**src/rtl/sa_ctrl_pkg.sv**
```systemverilog
// Shared types and default sizing for the systolic-array sequencing controller.
package sa_ctrl_pkg;

   localparam int SA_N_DEF  = 4;
   localparam int SA_LW_DEF = 8;

   typedef enum logic [2:0] {
      ST_IDLE   = 3'd0,
      ST_LOAD_W = 3'd1,
      ST_STREAM = 3'd2,
      ST_DRAIN  = 3'd3,
      ST_DONE   = 3'd4
   } sa_state_e;

endpackage

```
**src/rtl/sa_ctrl.sv**
```systemverilog
// Sequencer for an N x N systolic array: loads N weight rows, streams len data
// vectors, drains the pipeline for N steps and flags bottom-row result validity.
module sa_ctrl
   import sa_ctrl_pkg::*;
#(
   parameter int N  = SA_N_DEF,
   parameter int LW = SA_LW_DEF
) (
   input  logic          clk,
   input  logic          rst_n,
   input  logic          start_v_i,
   output logic          start_ready_o,
   input  logic [LW-1:0] len_i,
   input  logic          weight_v_i,
   output logic          weight_ready_o,
   output logic [N-1:0]  wr_weight_o,
   input  logic          data_v_i,
   output logic          data_ready_o,
   input  logic          halt_i,
   output logic          step_o,
   output logic          res_v_o,
   output logic          done_o,
   output logic          busy_o
);

   localparam int RW = (N > 1) ? $clog2(N) : 1;
   localparam int SW = LW + 1;
   localparam logic [RW-1:0] ROW_LAST  = RW'(N - 1);
   localparam logic [SW-1:0] RES_FIRST = SW'(N);

   sa_state_e     state_q, state_d;
   logic [LW-1:0] len_q, len_d;
   logic [RW-1:0] row_cnt_q, row_cnt_d;
   logic [LW-1:0] vec_cnt_q, vec_cnt_d;
   logic [SW-1:0] step_cnt_q, step_cnt_d;
   logic [SW-1:0] res_last_s;

   // Index of the last array step of the job; one bit wider than len so it never wraps.
   assign res_last_s = {1'b0, len_q} + SW'(N - 1);

   // Next-state, counter updates and handshake/step outputs.
   always_comb begin
      state_d        = state_q;
      len_d          = len_q;
      row_cnt_d      = row_cnt_q;
      vec_cnt_d      = vec_cnt_q;
      step_cnt_d     = step_cnt_q;
      start_ready_o  = 1'b0;
      weight_ready_o = 1'b0;
      wr_weight_o    = {N{1'b0}};
      data_ready_o   = 1'b0;
      step_o         = 1'b0;
      res_v_o        = 1'b0;
      done_o         = 1'b0;
      busy_o         = (state_q != ST_IDLE);

      // Halt only freezes the array-facing states; IDLE and DONE keep their handshake behaviour.
      case (state_q)
         ST_IDLE: begin
            start_ready_o = 1'b1;
            if (start_v_i) begin
               len_d      = len_i;
               row_cnt_d  = {RW{1'b0}};
               vec_cnt_d  = {LW{1'b0}};
               step_cnt_d = {SW{1'b0}};
               state_d    = ST_LOAD_W;
            end else begin
               state_d    = ST_IDLE;
            end
         end

         ST_LOAD_W: begin
            weight_ready_o = ~halt_i;
            if (weight_v_i && !halt_i) begin
               wr_weight_o = N'(1'b1) << row_cnt_q;
               if (row_cnt_q == ROW_LAST) begin
                  row_cnt_d = {RW{1'b0}};
                  state_d   = (len_q == {LW{1'b0}}) ? ST_DONE : ST_STREAM;
               end else begin
                  row_cnt_d = row_cnt_q + RW'(1'b1);
               end
            end else begin
               row_cnt_d = row_cnt_q;
            end
         end

         ST_STREAM: begin
            data_ready_o = ~halt_i;
            step_o       = data_v_i & ~halt_i;
            if (step_o) begin
               vec_cnt_d  = vec_cnt_q + LW'(1'b1);
               step_cnt_d = step_cnt_q + SW'(1'b1);
               if (vec_cnt_q == (len_q - LW'(1'b1))) begin
                  state_d = ST_DRAIN;
               end else begin
                  state_d = ST_STREAM;
               end
            end else begin
               state_d = ST_STREAM;
            end
         end

         ST_DRAIN: begin
            step_o = ~halt_i;
            if (step_o) begin
               step_cnt_d = step_cnt_q + SW'(1'b1);
               if (step_cnt_q == res_last_s) begin
                  state_d = ST_DONE;
               end else begin
                  state_d = ST_DRAIN;
               end
            end else begin
               state_d = ST_DRAIN;
            end
         end

         ST_DONE: begin
            done_o  = 1'b1;
            state_d = ST_IDLE;
         end

         default: begin
            state_d = ST_IDLE;
         end
      endcase

      // The first N steps only fill the array, so bottom-row results lag by N.
      if (step_o && (step_cnt_q >= RES_FIRST) && (step_cnt_q <= res_last_s)) begin
         res_v_o = 1'b1;
      end else begin
         res_v_o = 1'b0;
      end
   end

   // State and counter registers.
   always_ff @(posedge clk or negedge rst_n) begin
      if (!rst_n) begin
         state_q    <= ST_IDLE;
         len_q      <= {LW{1'b0}};
         row_cnt_q  <= {RW{1'b0}};
         vec_cnt_q  <= {LW{1'b0}};
         step_cnt_q <= {SW{1'b0}};
      end else begin
         state_q    <= state_d;
         len_q      <= len_d;
         row_cnt_q  <= row_cnt_d;
         vec_cnt_q  <= vec_cnt_d;
         step_cnt_q <= step_cnt_d;
      end
   end

endmodule

```
**config.mk**
```make
export PLATFORM = sky130hd
export DESIGN_NAME = sa_ctrl
export DESIGN_NICKNAME = d
export VERILOG_FILES = /design/src/rtl/sa_ctrl_pkg.sv /design/src/rtl/sa_ctrl.sv
export SDC_FILE = /design/constraint.sdc
export NUM_CORES = 1
export LEC_CHECK = 0
export ABC_CLOCK_PERIOD_IN_PS = 10000
export CAP_MARGIN = 25
export CORE_UTILIZATION = 55
export DETAILED_ROUTE_END_ITERATION = 12
export PLACE_DENSITY_LB_ADDON = 0.15
export SYNTH_ARGS = -nofsm -noshare
export SYNTH_HDL_FRONTEND = slang
export SYNTH_SLANG_ARGS = --single-unit
```
**constraint.sdc**
```tcl
create_clock -name clk -period 10 [get_ports clk]
set_clock_uncertainty 0.2 [all_clocks]
set_input_delay 1.5 -clock clk [delete_from_list [all_inputs] [get_ports clk]]
set_output_delay 1.5 -clock clk [all_outputs]
set_load 0.005 [all_outputs]
```
==> results of run 1 <==
-- layout make-up --
class / count / area [µm²] / area share [%]
tap: 48 / 60.1 / 2.34
sequential: 30 / 751 / 29.2
inverter: 12 / 45.0 / 1.75
timing repair buffer: 26 / 255 / 9.94
clock buffer: 7 / 76.3 / 2.97
multi-input combinational: 200 / 1380 / 53.8
-- tightest hold or removal path, stage by stage (launching register included) --
cell and delay (ns):
dfrtp_1 0.37, xor2_1 0.08, nor2_1 0.08
-- synth_stat cells, drive strengths merged, types with 2 or more instances --
master / n
nor4: 5
a22o: 3
nor3b: 2
and2: 4
or4: 2
nor4b: 3
ha: 17
xnor2: 15
nand3: 7
clkbuf: 8
nand4: 6
a21oi: 11
nand2: 37
or3: 2
a41o: 2
and3: 3
or2: 2
nor3: 7
nor2b: 5
o31ai: 2
dfrtp: 30
nand4b: 2
a31oi: 4
buf: 5
inv: 12
nor2: 21
o21ai: 10
a21o: 2
xor2: 9
nand2b: 5
-- layer usage --
layer	track usage (%)	part of all wire [%]	wire length [µm]	vias up
li1	-	-	-	935
met1	33.0	46	2050	855
met2	37.9	48	2140	64
met3	5.38	4.8	216	8
met4	8.15	1.7	76	0
met5	0	0	0	-
-- worst min path at each step --
| stage | from | to | cells after the start |
|---|---|---|---|
| 2_1_floorplan | vec_cnt_q[0] | vec_cnt_q[0] | 1 |
| 3_3_place_gp | step_cnt_q[0] | step_cnt_q[0] | 2 |
| 3_5_place_dp | vec_cnt_q[7] | vec_cnt_q[7] | 2 |
| 4_1_cts | vec_cnt_q[7] | vec_cnt_q[7] | 2 |
| 5_1_grt | vec_cnt_q[7] | vec_cnt_q[7] | 2 |
| 6_report | vec_cnt_q[7] | vec_cnt_q[7] | 2 |
-- power groups by stage --
stage	registers, mW	logic, mW	clock network (mW)
finish	0.219	0.311	0.0892
global route	0.228	0.353	0.0967
CTS	0.218	0.312	0.0918
detailed placement	0.220	0.309	0
global placement	0.218	0.301	0
floorplan	0.183	0.267	0
-- placed cells by master (no fill, tap or decap), drive strengths merged, types with 2 or more instances in the layout --
master and count:
clkbuf 7, nor4 5, nor4b 3, nand3 7, ha 17, nor3b 2, a22o 3, nand4 6
clkdlybuf4s50 24, nand2b 5, xnor2 15, a21oi 11, buf 2, and2 4, and3 3, nand4b 2
o31ai 2, xor2 9, a41o 2, or4 2, dfrtp 30, a21o 2, nor2b 5, a31oi 4
nor3 7, nand2 37, inv 12, or3 2, nor2 21, or2 2, o21ai 10
-- stage by stage --
stage / utilization, % / hold slack [ns] / power [mW]
2_1_floorplan: - / 0.324 / 0.449
3_3_place_gp: 66.1 / 0.353 / 0.519
3_5_place_dp: 66.1 / 0.363 / 0.529
4_1_cts: 68.1 / 0.381 / 0.622
5_1_grt: 68.1 / 0.406 / 0.678
6_report: 68.1 / 0.373 / 0.619
-- cells by family after synthesis --
group	synth area share, %
fa+ha+maj	9.53
simple gates	29.5
compound gates	13.3
flops	33.6
buf+inv	4.54
xor+xnor	9.42
-- flip-flops by register name (all words and copies together) (netlist names) --
register / count
step_cnt_q: 9
len_q: 8
state_q: 3
row_cnt_q: 2
vec_cnt_q: 8
==> out/metrics.cfg, run 1 <==
[clock_network]
htreeDepth=2
clkTransAtPathRegs_ns=0.06
cts_resized=0
clock_path_buffers=2
cts_hold_buf=0
cts-root-buf=clkbuf_8
insertion_delay_ns=0.28
numCtsBuffers=5
clock-sinks=30
post-cts-setup-buffers=0
cts_tree=done

[critical_path]
cp-end-kind=output port
required_ns=8.30
timing.rr.start=len_q[0]
worstPathCellList=clkdlybuf4s50_1, nand2b_4, nor3_1, o41ai_1, a21oi_1, clkdlybuf4s50_1
crit_family=buffers and inverters
cp_data_arrival_time_ns=3.59
worst_setup_path_start_kind=input pin
cp_common_cell=clkdlybuf4s50_1
crit_cells=6
worst-path-buf-inv=2
crit_type=input pin to output port
critPathLaunch=halt_i
reg2reg_slack_ns=6.65
critPathMaxStageDelay_ns=0.57
r2r_end=state_q[0]
cp_max_fo=7
reg2regPathDepth=11
crit_path_top_delay_cell=clkdlybuf4s50_1
endpoint=res_v_o

[logic_synthesis]
synth_area_um2=2230
synth_top_cell_by_area=dfrtp_1
synth_ff_type=dfrtp_1
avgSynthCellArea_um2=8.75
yosysTopAreaCellShare_pct=33.6
synth.distinct_cells=48
ys_seq_area_share_pct=33.6
yosys_warnings=0
netlist_instances=255
ys_seq_elements=30
synth-edff-count=0
async_reset_ff_share_pct=100
syn_nets=286
ys_top_cells_by_area=dfrtp_1 34%, ha_1 9.5%, nand2_1 6.2%, xnor2_1 5.9%, nor2_1 3.5%

[power]
cell_internal_pwr_mw=0.352
swShare_pct=43.1
seqPwrFrac_pct=35.4
p_sw_mw=0.267
power_frac_comb_pct=50.2
peakVddDrop_v=0.000196
p_per_area_nw_per_um2=241
clkPwrFrac_pct=14.4
p_leak_nw=1.11

[drt]
drc=0
ant_nets=0
firstDrtPassIters=4
post_drt_wl_per_cell_um=13.9
post_drt_via_cell_ratio=5.76
route.vias.total=1862
drtIter0Drc=113
drt-total-wl_um=4490

[die]
coreArea_um2=3770
dieArea_um2=4320
start_util_pct=59.2
die_x_um=65.7
rows=22
boundaryPins=25
die_h_um=65.7

[sta]
tns_ns=0
clock.fmax_mhz=189
tightest_slew_ns=0.695
min_period_ns=5.29
period_share_pct=52.9
slew_viol_final=0
finalSetupViolCount=0
setup_ws_ns=4.71
rsz0062_at_grt=no
slew_headroom_pct=53.2
hold_violations=0

[cells_and_area]
drive_gt1_share_pct=6.91
final_cells=323
stdcell_area_um2=2570
nFillCells=315
antenna_cells=0
final_nets=306
area_delta_synth_final_pct=15.0

[placed_design]
gp_congestion=0.908
dp_slack_ns=4.71
postPlaceCellArea_um2=2490
port_buffers=24
hpwl_um=3300
dp.cells=316

[status]
status=complete, no violations

[global_route]
grt_pass1_wl_um=7920
grt_pass1_vias=1690
track_usage_pct=24.3
grt_overflow=0
antenna_found_initial=0
grt_max_degree=31

[job]
max_cap_viol_count=0

[hold_path]
worstHoldPathType=flop to flop

Power figures use the tool's default switching activity.
==> inputs of run 2 (changes only) <==
- ABC_CLOCK_PERIOD_IN_PS: 10000 -> 5000
- clock period: 10 -> 5 ns (I/O delays scaled with it)
==> out/metrics.cfg, run 2 (same netlist as run 1, synthesis figures left out) <==
[sta]
finalSetupViolCount=0  ; unchanged
tightest_slew_ns=0.629  ; -0.0667 ns
slew_headroom_pct=57.7  ; +4.5 points
min_period_ns=4.01
slew_viol_final=0  ; unchanged
hold_violations=0  ; unchanged
tns_ns=0  ; unchanged
period_share_pct=80.2
holdWs_ns=0.361  ; -0.0120 ns
rsz0062_at_grt=no
clock.fmax_mhz=249

[global_route]
grt_max_degree=31  ; unchanged
antenna_found_initial=0  ; unchanged
grt_pass1_vias=1675  ; -0.89%
track_usage_pct=24.7  ; +0.41 points
grt_pass1_wl_um=7970  ; +0.61%
grt_overflow=0  ; unchanged

[cells_and_area]
largest_reg_flops=9  ; unchanged
regArea_um2=751  ; unchanged
nFillCells=328  ; +4.1%
most-common-layout-cells=37 x nand2_1, 30 x dfrtp_1, 24 x clkdlybuf4s50_1
final_common_cell=nand2_1
final_nets=306  ; unchanged
multi_input_area_um2=1380  ; unchanged
antenna_cells=0  ; unchanged
drive_gt1_share_pct=6.91  ; unchanged
top_regs=step_cnt_q x9, len_q x8, vec_cnt_q x8
area_delta_synth_final_pct=15.0  ; unchanged
top_register=step_cnt_q

[clock_network]
numCtsBuffers=5  ; unchanged
cts-root-buf=clkbuf_8
cts_tree=done
cts_resized=0  ; unchanged
clock-sinks=30  ; unchanged
clock_path_buffers=2  ; unchanged
insertion_delay_ns=0.28  ; about the same
htreeDepth=2  ; unchanged
clkTransAtPathRegs_ns=0.06  ; about the same
cts_hold_buf=0  ; unchanged
post-cts-setup-buffers=0  ; unchanged

[critical_path]
cp-end-kind=output port
cp_max_fo=10  ; +3
worst_setup_path_start_kind=flop
reg2reg_slack_ns=1.72  ; -4.93 ns
reg2regPathDepth=11  ; unchanged
endpoint=res_v_o
crit_type=flop to output port
timing.rr.start=len_q[0]
critPathLaunch=len_q[0]
required_ns=4.05  ; -4.25 ns
r2r_end=state_q[0]
cp_data_arrival_time_ns=3.06  ; -0.53 ns

[die]
rows=22  ; unchanged
die_h_um=65.7  ; unchanged
start_util_pct=59.2  ; unchanged
die_x_um=65.7  ; unchanged
coreArea_um2=3770  ; unchanged
boundaryPins=25  ; unchanged
dieArea_um2=4320  ; unchanged

[drt]
drt-total-wl_um=4560  ; +1.6%
post_drt_wl_per_cell_um=14.1  ; +1.6%
firstDrtPassIters=4  ; unchanged
route.vias.total=1819  ; -2.3%
post_drt_via_cell_ratio=5.63  ; -2.3%
drtIter0Drc=71  ; -37%
drc=0  ; unchanged
ant_nets=0  ; unchanged

[power]
p_per_area_nw_per_um2=483  ; +100%
p_leak_nw=1.11  ; unchanged
peakVddDrop_v=0.000310  ; +58%

[job]
max_cap_viol_count=0  ; unchanged

[status]
status=complete, no violations

[hold_path]
worstHoldPathType=flop to flop

[placed_design]
port_buffers=24  ; unchanged
gp_congestion=0.843  ; -7.1%
hpwl_um=3310  ; +0.21%

[run 2: how the worst min path moves through the flow]
| stage | start | depth (start not counted) | slack [ns] | to |
|---|---|---|---|---|
| after floorplan | rst_n | 0 | 0.25 | len_q[0] |
| after global placement | vec_cnt_q[7] | 2 | 0.34 | vec_cnt_q[7] |
| after detailed placement | vec_cnt_q[7] | 2 | 0.35 | vec_cnt_q[7] |
| after CTS | vec_cnt_q[7] | 2 | 0.37 | vec_cnt_q[7] |
| after global routing | vec_cnt_q[5] | 2 | 0.40 | vec_cnt_q[5] |
| final | vec_cnt_q[7] | 2 | 0.36 | vec_cnt_q[7] |
[run 2: critical path: stages (launching register included)]
cell and delay (ns):
dfrtp_1 0.42, inv_1 0.12, ha_1 0.34, nor2_1 0.12, and3_1 0.22, xnor2_1 0.13, ha_1 0.31, nand4_2 0.14
nor3_1 0.22, a21oi_1 0.06, a21oi_1 0.18, clkdlybuf4s50_1 0.52
[run 2: per-layer routing]
| layer | track usage, % | wire length [µm] |
|---|---|---|
| met4 | 12.2 | 72 |
| met3 | 6.42 | 169 |
| met2 | 36.0 | 2180 |
| met1 | 33.6 | 2140 |
| met5 | 0 | 0 |
[run 2: power breakdown]
group / switching (mW) / internal [mW]
Sequential: 0.134 / 0.306
Clock: 0.0880 / 0.0956
Combinational: 0.314 / 0.303
Total: 0.536 / 0.704
[run 2: final cells by class]
class                           instances  share of cell area (%)
Multi-Input combinational cell        200                    53.8
Clock buffer                            7                    2.97
Tap cell                               48                    2.34
Inverter                               12                    1.75
Timing Repair Buffer                   26                    9.94
Sequential cell                        30                    29.2
[run 2: through the flow]
step | cell area, µm² | cells | setup slack [ns] | power, mW | util, %
after global routing | 2570 | 323 | 0.724 | 1.35 | 68.1
after detailed placement | 2490 | 316 | 1.21 | 1.06 | 66.1
after global placement | 2490 | 316 | 1.33 | 1.05 | 66.1
after floorplan | 2230 | 255 | 1.87 | 0.898 | -
after CTS | 2570 | 323 | 0.994 | 1.25 | 68.1
final | 2570 | 323 | 0.989 | 1.24 | 68.1
==> inputs of run 3 (changes only) <==
- ABC_CLOCK_PERIOD_IN_PS: 5000 -> 4150
- clock period: 5 -> 4.15 ns (I/O delays scaled with it)
==> out/metrics.cfg, run 3 (same netlist as run 1, synthesis figures left out) <==
[clock_network]
clock_path_buffers=2  ; unchanged
htreeDepth=2  ; unchanged
clkTransAtPathRegs_ns=0.06  ; about the same
cts_tree=done
cts-root-buf=clkbuf_8
numCtsBuffers=5  ; unchanged
insertion_delay_ns=0.28  ; about the same
clock-sinks=30  ; unchanged
post-cts-setup-buffers=0  ; unchanged

[power]
p_leak_nw=1.11  ; -0.12%
peakVddDrop_v=0.000392  ; +26%
p_per_area_nw_per_um2=586  ; +21%

[global_route]
grt_pass1_vias=1665  ; -0.60%
grt_overflow=0  ; unchanged
grt_max_degree=31  ; unchanged
antenna_found_initial=0  ; unchanged
grt_pass1_wl_um=8070  ; +1.3%
track_usage_pct=24.6  ; -0.15 points

[sta]
setup_ws_ns=0.321  ; -0.668 ns
min_period_ns=3.83
tns_ns=0  ; unchanged
finalSetupViolCount=0  ; unchanged
rsz0062_at_grt=no
clock.fmax_mhz=261
hold_violations=0  ; unchanged
slew_headroom_pct=47.9  ; -9.8 points
tightest_slew_ns=0.778  ; +0.149 ns
slew_viol_final=0  ; unchanged
period_share_pct=92.3

[hold_path]
worstHoldPathType=flop to flop
min_to=vec_cnt_q[5]
hold_start=vec_cnt_q[5]
hold_path_depth=2  ; unchanged

[die]
rows=22  ; unchanged
dieArea_um2=4320  ; unchanged
start_util_pct=59.2  ; unchanged
die_x_um=65.7  ; unchanged
boundaryPins=25  ; unchanged
coreArea_um2=3770  ; unchanged
die_h_um=65.7  ; unchanged

[cells_and_area]
final_common_cell=nand2_1
top_register=step_cnt_q
nFillCells=311  ; -5.2%
drive_gt1_share_pct=7.27  ; +0.36 points
final_nets=306  ; unchanged
top_regs=step_cnt_q x9, len_q x8, vec_cnt_q x8
antenna_cells=0  ; unchanged
most-common-layout-cells=37 x nand2_1, 30 x dfrtp_1, 24 x clkdlybuf4s50_1
stdcell_area_um2=2570  ; about the same
largest_reg_flops=9  ; unchanged
area_delta_synth_final_pct=15.1  ; about the same
fin_util_pct=68.1  ; about the same

[placed_design]
port_buffers=24  ; unchanged
gp_congestion=0.865  ; +2.6%
hpwl_um=3330  ; +0.80%
postPlaceCellArea_um2=2490  ; unchanged
dp_slack_ns=0.552  ; -0.660 ns

[drt]
drtIter0Drc=143  ; +100%
drc=0  ; unchanged
ant_nets=0  ; unchanged
firstDrtPassIters=4  ; unchanged
drt-total-wl_um=4620  ; +1.2%
post_drt_wl_per_cell_um=14.3  ; +1.2%
route.vias.total=1860  ; +2.3%
post_drt_via_cell_ratio=5.76  ; +2.3%

[critical_path]
cp_data_arrival_time_ns=3.01  ; -0.05 ns
worst_setup_path_start_kind=flop
crit_type=flop to output port
reg2reg_slack_ns=0.94  ; -0.78 ns
timing.rr.start=len_q[0]
cp_max_fo=10  ; unchanged
required_ns=3.33  ; -0.72 ns
reg2regPathDepth=11  ; unchanged
cp-end-kind=output port
r2r_end=state_q[0]

[status]
status=complete, no violations

[job]
max_cap_viol_count=0  ; unchanged

-- run 3: layer usage --
metal | up-vias | track usage (%) | share of wire, %
li1 | 939 | - | -
met1 | 866 | 34.7 | 47
met2 | 50 | 36.9 | 48
met3 | 5 | 5.56 | 3.9
met4 | 0 | 7.88 | 1.1
met5 | - | 0 | 0
-- run 3: timing repair --
item,4_1_cts,5_1_grt
endpoints found under the setup margin,0,1
gates resized for setup,0,1
hold buffers,0,0
-- run 3: worst max-delay path, stage by stage, from the launching register on --
cell and delay (ns):
dfrtp_1 0.43, inv_1 0.13, ha_2 0.29, nor2_1 0.10, and3_1 0.22, xnor2_1 0.13, ha_1 0.30, nand4_2 0.14
nor3_1 0.20, a21oi_1 0.06, a21oi_1 0.20, clkdlybuf4s50_1 0.53
-- run 3: how the worst max path moves through the flow --
stage | from | endpoint | slack (ns) | cells past startpoint
global route | len_q[0] | res_v_o | 0.11 | 11
detailed placement | len_q[0] | res_v_o | 0.55 | 11
finish | len_q[0] | res_v_o | 0.32 | 11
CTS | len_q[0] | res_v_o | 0.25 | 11
floorplan | len_q[0] | state_q[0] | 1.02 | 12
global placement | len_q[0] | res_v_o | 0.66 | 11
-- run 3: stage by stage --
stage	cells	hold WS, ns	power (mW)
2_1_floorplan	255	0.127	1.08
3_3_place_gp	316	0.343	1.26
3_5_place_dp	316	0.369	1.28
4_1_cts	323	0.385	1.50
5_1_grt	323	0.404	1.64
6_report	323	0.376	1.51
-- run 3: report_power, final --
part | total [mW] | internal [mW] | switching (mW) | leakage, nW
Clock | 0.216 | 0.115 | 0.101 | 0.0383
Sequential | 0.534 | 0.368 | 0.166 | 0.398
Combinational | 0.755 | 0.370 | 0.385 | 0.677
-- run 3: final cells by class --
class | count | area [µm²] | area share [%]
Clock buffer | 7 | 76.3 | 2.97
Sequential cell | 30 | 751 | 29.2
Tap cell | 48 | 60.1 | 2.34
Timing Repair Buffer | 26 | 255 | 9.93
Multi-Input combinational cell | 200 | 1380 | 53.8
Inverter | 12 | 45.0 | 1.75
